[config.mk]
export PLATFORM = sky130hd
export DESIGN_NAME = pwm_capture
export DESIGN_NICKNAME = d
export VERILOG_FILES = /design/src/rtl/pwm_capture.sv
export SDC_FILE = /design/constraint.sdc
export NUM_CORES = 1
export LEC_CHECK = 0
export BUFFER_PORTS_ARGS = -buffer_cell sky130_fd_sc_hd__clkbuf_2
export CAP_MARGIN = 20
export CORE_MARGIN = 5
export CORE_UTILIZATION = 29
export DETAILED_ROUTE_END_ITERATION = 12
export SETUP_SLACK_MARGIN = 0.02
export SLEW_MARGIN = 40
export SYNTH_ARGS = -nofsm -noshare
export SYNTH_HDL_FRONTEND = slang
export SYNTH_SLANG_ARGS = --single-unit
[constraint.sdc]
create_clock -name CLK -period 1.75 [get_ports CLK]
set_input_delay 0.2625 -clock CLK [delete_from_list [all_inputs] [get_ports CLK]]
set_output_delay 0.2625 -clock CLK [all_outputs]
set_load 0.1 [all_outputs]
[src/rtl/pwm_capture.sv]
// pwm_capture: measures high time and period of an asynchronous PWM input, in CLK cycles.
// Two-flop synchroniser, glitch filter, rise detector and a two-state measurement FSM with stuck-line timeout.
module pwm_capture #(
  parameter int CNT_W    = 16,
  parameter int FILT_LEN = 3
) (
  input  logic             CLK,
  input  logic             RST_N,
  input  logic             PWM_IN,
  output logic [CNT_W-1:0] HIGH_CNT,
  output logic [CNT_W-1:0] PERIOD_CNT,
  output logic             VALID,
  output logic             TIMEOUT,
  output logic             STUCK_LVL
);

  localparam logic [0:0]       ST_WAIT_RISE = 1'b0;
  localparam logic [0:0]       ST_MEAS      = 1'b1;
  localparam logic [3:0]       FILT_LAST    = 4'(FILT_LEN - 1);
  localparam logic [CNT_W-1:0] CNT_MAX      = {CNT_W{1'b1}};
  localparam logic [CNT_W-1:0] CNT_ONE      = {{(CNT_W-1){1'b0}}, 1'b1};

  logic             r_sync1;
  logic             r_sync2;
  logic             r_filt_lvl;
  logic             r_filt_d;
  logic [3:0]       r_fcnt;
  logic [0:0]       r_state;
  logic [CNT_W-1:0] r_per_cnt;
  logic [CNT_W-1:0] r_hi_cnt;
  logic [CNT_W-1:0] r_high_cnt;
  logic [CNT_W-1:0] r_period_cnt;
  logic             r_valid;
  logic             r_timeout;
  logic             r_stuck_lvl;
  logic             w_rise;

  // NOTE: every register uses non-blocking assignment and clears in the async reset branch,
  // so all flops update together from pre-edge values regardless of block order.
  always_ff @(posedge CLK or negedge RST_N) begin
    if (!RST_N) begin
      r_sync1    <= 1'b0;
      r_sync2    <= 1'b0;
      r_filt_lvl <= 1'b0;
      r_filt_d   <= 1'b0;
      r_fcnt     <= 4'd0;
    end else begin
      r_sync1  <= PWM_IN;
      r_sync2  <= r_sync1;
      r_filt_d <= r_filt_lvl;
      // A new level is accepted only after FILT_LEN consecutive differing samples.
      if (r_sync2 == r_filt_lvl) begin
        r_fcnt <= 4'd0;
      end else if (r_fcnt == FILT_LAST) begin
        r_filt_lvl <= r_sync2;
        r_fcnt     <= 4'd0;
      end else begin
        r_fcnt <= r_fcnt + 4'd1;
      end
    end
  end

  assign w_rise = r_filt_lvl & ~r_filt_d;

  always_ff @(posedge CLK or negedge RST_N) begin
    if (!RST_N) begin
      r_state      <= ST_WAIT_RISE;
      r_per_cnt    <= '0;
      r_hi_cnt     <= '0;
      r_high_cnt   <= '0;
      r_period_cnt <= '0;
      r_valid      <= 1'b0;
      r_timeout    <= 1'b0;
      r_stuck_lvl  <= 1'b0;
    end else begin
      r_valid <= 1'b0;
      if (r_state == ST_MEAS) begin
        // A rise coinciding with saturation is reported, not timed out.
        if (w_rise) begin
          r_high_cnt   <= r_hi_cnt;
          r_period_cnt <= r_per_cnt;
          r_valid      <= 1'b1;
          r_timeout    <= 1'b0;
          r_per_cnt    <= CNT_ONE;
          r_hi_cnt     <= CNT_ONE;
        end else if (r_per_cnt == CNT_MAX) begin
          r_timeout   <= 1'b1;
          r_stuck_lvl <= r_filt_lvl;
          r_state     <= ST_WAIT_RISE;
        end else begin
          r_per_cnt <= r_per_cnt + CNT_ONE;
          r_hi_cnt  <= r_hi_cnt + {{(CNT_W-1){1'b0}}, r_filt_lvl};
        end
      end else if (w_rise) begin
        r_per_cnt <= CNT_ONE;
        r_hi_cnt  <= CNT_ONE;
        r_state   <= ST_MEAS;
      end
    end
  end

  assign HIGH_CNT   = r_high_cnt;
  assign PERIOD_CNT = r_period_cnt;
  assign VALID      = r_valid;
  assign TIMEOUT    = r_timeout;
  assign STUCK_LVL  = r_stuck_lvl;

endmodule
# Yosys cells after proc, flatten, opt, wreduce, memory -nomap -nowiden
# Cells that the tools add are included.
[word_totals] register_bits=76 inputBits=3 out_inout_bits=35
[op_classes] addsub=3 eq_ne=4 muxes=16 n_bitwise=4 n_reduce_logical=7
[op_table] operator="$mux 16" n=7
[op_table] operator="$add 16x1->16" n=1
[op_table] operator="$add 16x1->16 const B" n=1
[op_table] operator="$eq 16x16->1 const B" n=1
[op_table] operator="$mux 4" n=2
[op_table] operator="$reduce_and 2->1" n=4
[op_table] operator="$mux 1" n=7
[op_table] operator="$add 4x1->4 const B" n=1
[op_table] operator="$eq 4x2->1 const B" n=1
[op_table] operator="$reduce_bool 2->1" n=2
[op_table] operator="$not 1->1" n=3
[op_table] operator="$reduce_and 3->1" n=1
[op_table] operator="$ne 2x2->1 const B" n=1
[op_table] operator="$and 1x1->1" n=1
[op_table] operator="$eq 1x1->1" n=1

# Longest topological paths before layout
[logic_depth] ltp_word=4 ltp_mapped=7 mapped_depth_nobuf=5

# Least setup slack after synthesis
# No wires, ideal clock.
[synth_timing] kind="register to register" startpoint="register r_per_cnt[0]" endpoint="register r_per_cnt[0]" setup_ns=0.142 arrival_ns=1.732 setup_slack_ns=-0.124 path_stages_with_launch=8 n_path_buf=2 period_less_slack_ns=1.874 path_cell_list="dfrtp_1 -> ha_1 -> nand4_1 -> or4_1 -> buf_2 -> buf_6 -> a21oi_1 -> o21ai_0"
[synth_via] elab_chain_cells=4 word_cells_on_any_way=7
[synth_lines] element="start: declaration" line="29" source="logic [CNT_W-1:0] r_per_cnt;"
[synth_lines] element="start signal: assignment" line="91" source="r_per_cnt <= r_per_cnt + CNT_ONE;"
[synth_lines] element="$add 16x1->16" line="91"
[synth_lines] element="$mux 16" line="86" source="end else if (r_per_cnt == CNT_MAX) begin"
[synth_lines] element="$mux 16" line="79" source="if (w_rise) begin"
[synth_lines] element="$mux 16" line="77" source="if (r_state == ST_MEAS) begin"
# Several ways; a longest one is shown, not always the timed one. The select of a mux whose other input is x is not followed.
# A chain may end at the register's enable or synchronous reset.

# Worst setup path after layout
[layout_timing] startpoint="register r_per_cnt[1]" endpoint="register r_hi_cnt[14]"
[layout_via] elab_chain_cells=3
[layout_lines] element="$eq 16x16->1" line="86"
[layout_lines] element="$ne 2x2->1 (no line)"
[layout_lines] element="$reduce_and 2->1 (no line)"
[layout_lines] element="end signal: assignment" line="92" source="r_hi_cnt <= r_hi_cnt + {{(CNT_W-1){1'b0}}, r_filt_lvl};"
[layout_lines] element="end: declaration" line="30" source="logic [CNT_W-1:0] r_hi_cnt;"
# No other way between the ends.

==> summary.md <==
| Metric | Value |
|---|---|
| Status | `finished with violations` |
| Failing checks | `negative setup slack` |
| DR DRC count | `0` |
| Clock Tree Buf Depth | `2` |
| Clk pwr share | `29.5%` |
| Clock Latency Late Sink | `around 0.33 ns` |
| Sequential power share | `roughly a third` |
| Largest net degree at the start of global routing | `just under 80` |
| CTS Buf Count | `9` |
| Nets | `450` |
| Syn_nets | `around 370` |
| Clk root buf | `clkbuf_16` |
| Wire length per cell | `between 10 and 15 um` |
| Die ar. | `approximately 14,000 sq um` |
| RR Startpoint | `r_per_cnt[1]` |
| IO Count | `38` |
| Avg Inst Size Synth | `roughly 9.5 sq um` |
| Placed cells | `around 570` |
| Critical path peak fanout | `27` |
| Yosys top cell area share | `54.9%` |
| Pwr Density | `approximately 1400 nW/um^2` |
| Maxcap violations | `0` |
| Worst clock skew | `between 0.004 and 0.005 ns` |
| Sw Ratio | `approximately 40%` |
| Start point of the critical path | `r_per_cnt[1]` |
| Clock transition at path regs | `0.06 ns` |
| Final HPWL DP | `between 5000 and 6000 um` |
| WP data arrival | `2.06 ns` |
| CTS tree | `yes` |
| DRT Wirelength | `approximately 8500 um` |
| Synth Register Bits | `76` |
| Psw | `around 0.0025 W` |
| Worst Hold Launch | `PWM_IN` |
| 1st-pass router iterations | `4` |
| P&R area growth vs syn | `34.8%` |
| RSZ-0062 raised after global routing | `true` |
| Setup TNS | `-0.169 ns` |
| Tcrit/Tclk final | `103%` |
| Synth Instances | `roughly 370` |
| Mapped cell area | `between 3000 and 4000 sq um` |
| Synth unique cells | `38` |
| IR drop worst, VDD | `around 0.66 mV` |
| Pleak | `2.24 nW` |
| Die Y | `between 100 and 150 um` |
| Vias in the first global route | `2,983` |
| Die width | `119 um` |
| Starting density of the core | `just under 30%` |
| CORE AREA | `approximately 12,000 sq um` |
| Rel. slew slack | `63.4%` |
| Final Hold Vio Count | `0` |
| PortBufs | `37` |
| Critical Path RT | `approximately 2.0 ns` |
| ANT nets after route | `0` |
| Startpoint types | `flop` |
| Diodes inserted | `0` |
| RePlAce Congestion | `~0.87` |
| Gr ovfl total | `0` |
| TritonCTS Sinks | `76` |
| Initial antenna violation count | `0` |
| 1st-iter DRT viols | `around 140` |
| Largest area contributor in the netlist | `dfrtp_1` |
| Final cell count without fillers | `~590` |
| Fmax | `around 560 MHz` |
| Logic pwr share | `a little over a third` |
| Std-Cell Rows | `40` |
| Post-route minimum period | `between 1.5 and 2 ns` |
| Vias per cell | `between 4 and 5` |
| Layout cells sized above 1 | `a little under a third` |
| Final count of negative-setup-slack endpoints | `10` |
| Tightest Pin Transition | `0.552 ns` |
| Asr flop ratio synth | `100%` |
| Synth area leaders | `dfrtp_1 (55%), nand2_1 (11%), o31ai_1 (2.8%)` |
| First-pass GRT wire length | `around 14,000 um` |
| Fin worst setup slack | `-0.0461 ns` |
| Seq/Total Area, Yosys | `between 50% and 60%` |
| Critical path class | `reg2reg` |
| CP Capture Type | `flop` |
| Top FF cell, synth | `dfrtp_1` |
| Fill cell count | `~1,200` |
| Yosys warnings | `0` |
| Pint | `around 0.0038 W` |
| Post-synth EDFFs | `0` |
| Final Max Slew Viols | `0` |
| Gr usage total | `a little under an eighth` |
| Via count | `about 3,000` |
| H-tree depth | `3` |
| Worst min-delay path class | `in2reg` |
[timing repair]
item	in CTS	in global routing
endpoints found under the setup margin	20	32
setup buffers	4	4
endpoints found under the hold margin	76	0
hold buffers	1	0
pin swaps	16	17
resized for setup	7	37
cloned	0	1
[registers in the layout, indices dropped and copies added (netlist names)]
| register | count |
|---|---|
| r_fcnt | 4 |
| VALID | 1 |
| r_filt_lvl | 1 |
| r_filt_d | 1 |
| r_sync2 | 1 |
| r_per_cnt | 16 |
| r_state | 1 |
| r_hi_cnt | 16 |
| HIGH_CNT | 16 |
| STUCK_LVL | 1 |
| TIMEOUT | 1 |
| r_sync1 | 1 |
| PERIOD_CNT | 16 |
[logic make-up (layout without fill, tap and decap cells)]
logic type	Yosys count	in the layout	share of synthesized area, %
adders and majority gates	5	5	1.81
AOI/OAI and AO/OA	58	58	10.6
xor gates and xnor gates	3	3	0.759
buffers and inverters	28	108	3.54
DFF	76	76	54.9
muxes	8	8	2.42
and+or+nand+nor	187	187	26.0
[placed cells by master, fill, tap and decap left out, drive strengths merged, types with 2 or more instances in the layout]
cell type  synthesis  routed
mux2i              5       5
ha                 5       5
xor2               2       2
nand2            103     103
mux2               3       3
a31oi              5       5
a21oi             18      18
nand3             15      15
o21ai             12      12
nor4               5       5
inv                7       8
nand4             14      14
and4               5       5
or3                3       3
or4               13      13
nor2              12      12
buf               11      49
o311ai             2       2
nand2b             8       8
and3               4       4
o31ai             13      13
nor3               4       4
clkbuf            10      48
dfrtp             76      76
a41o               3       3
[cell usage after synthesis (2+ instances only)]
library cell / n
a21oi_1: 18
a31oi_1: 5
a41o_1: 3
and3_1: 4
and4_1: 5
buf_1: 4
buf_2: 5
clkbuf_1: 10
dfrtp_1: 76
ha_1: 5
inv_1: 7
mux2_2: 3
mux2i_1: 5
nand2_1: 102
nand2b_1: 8
nand3_1: 15
nand4_1: 14
nor2_1: 12
nor3_1: 4
nor4_1: 4
o21ai_0: 12
o311ai_0: 2
o31ai_1: 13
or3_1: 3
or4_1: 12
xor2_1: 2
[power groups by stage]
stage	clock [W]	sequential, W	combinational, W
after detailed placement	0	0.00223	0.00215
after global placement	0	0.00222	0.00211
after global routing	0.00200	0.00222	0.00248
final	0.00187	0.00220	0.00227
after floorplan	0	0.00288	0.000831
after CTS	0.00192	0.00220	0.00218
[metal layers]
layer / wire [um] / track usage, % / part of all wire [%] / vias up
met2: 4070 / 19.8 / 48 / 54
met1: 3920 / 14.8 / 46 / 1456
li1: - / - / - / 1440
met4: 90 / 3.65 / 1.1 / 0
met3: 370 / 3.99 / 4.4 / 9
met5: 0 / 0 / 0 / -
[stage by stage]
step	hold slack, ns	setup WS (ns)	power (W)	instance area [sq um]	util (%)
6_report	0.0345	-0.0461	0.00633	4670	39.4
4_1_cts	0.0240	-0.0406	0.00630	4450	37.5
3_3_place_gp	0.315	-0.00924	0.00433	4090	34.4
3_5_place_dp	0.321	-0.0721	0.00438	4090	34.4
2_1_floorplan	-0.0331	-0.0231	0.00371	3490	-
5_1_grt	0.0201	-0.0956	0.00670	4670	39.4
[cell type report]
| class | instances | area [sq um] | share of cell area [%] |
|---|---|---|---|
| tap | 147 | 184 | 3.94 |
| multi-input combinational | 261 | 1640 | 35.0 |
| timing repair buffer | 87 | 623 | 13.3 |
| sequential | 76 | 1900 | 40.7 |
| clock buffer | 11 | 253 | 5.41 |
| inverter | 7 | 26.3 | 0.563 |
| clock inverter | 3 | 46.3 | 0.991 |
[final timing paths]
kind	end	slack, ns	cells after the start
worst max-delay path	r_hi_cnt[14]	-0.05	7
worst min register to register	r_sync2	0.35	0
min in group asynchronous	HIGH_CNT[6]	0.49	3
max in group asynchronous	r_hi_cnt[0]	0.93	3
worst max register to register	r_hi_cnt[14]	-0.05	7
worst min-delay path	r_sync1	0.03	1
[worst max-delay path: stages, from the launching register on]
cell and delay (ns):
dfrtp_1 0.41, ha_2 0.21, nand4_1 0.10, buf_4 0.15, nor4_4 0.05, buf_12 0.15, or4_4 0.51, a21oi_2 0.13
(Power assumes the default switching activity.)
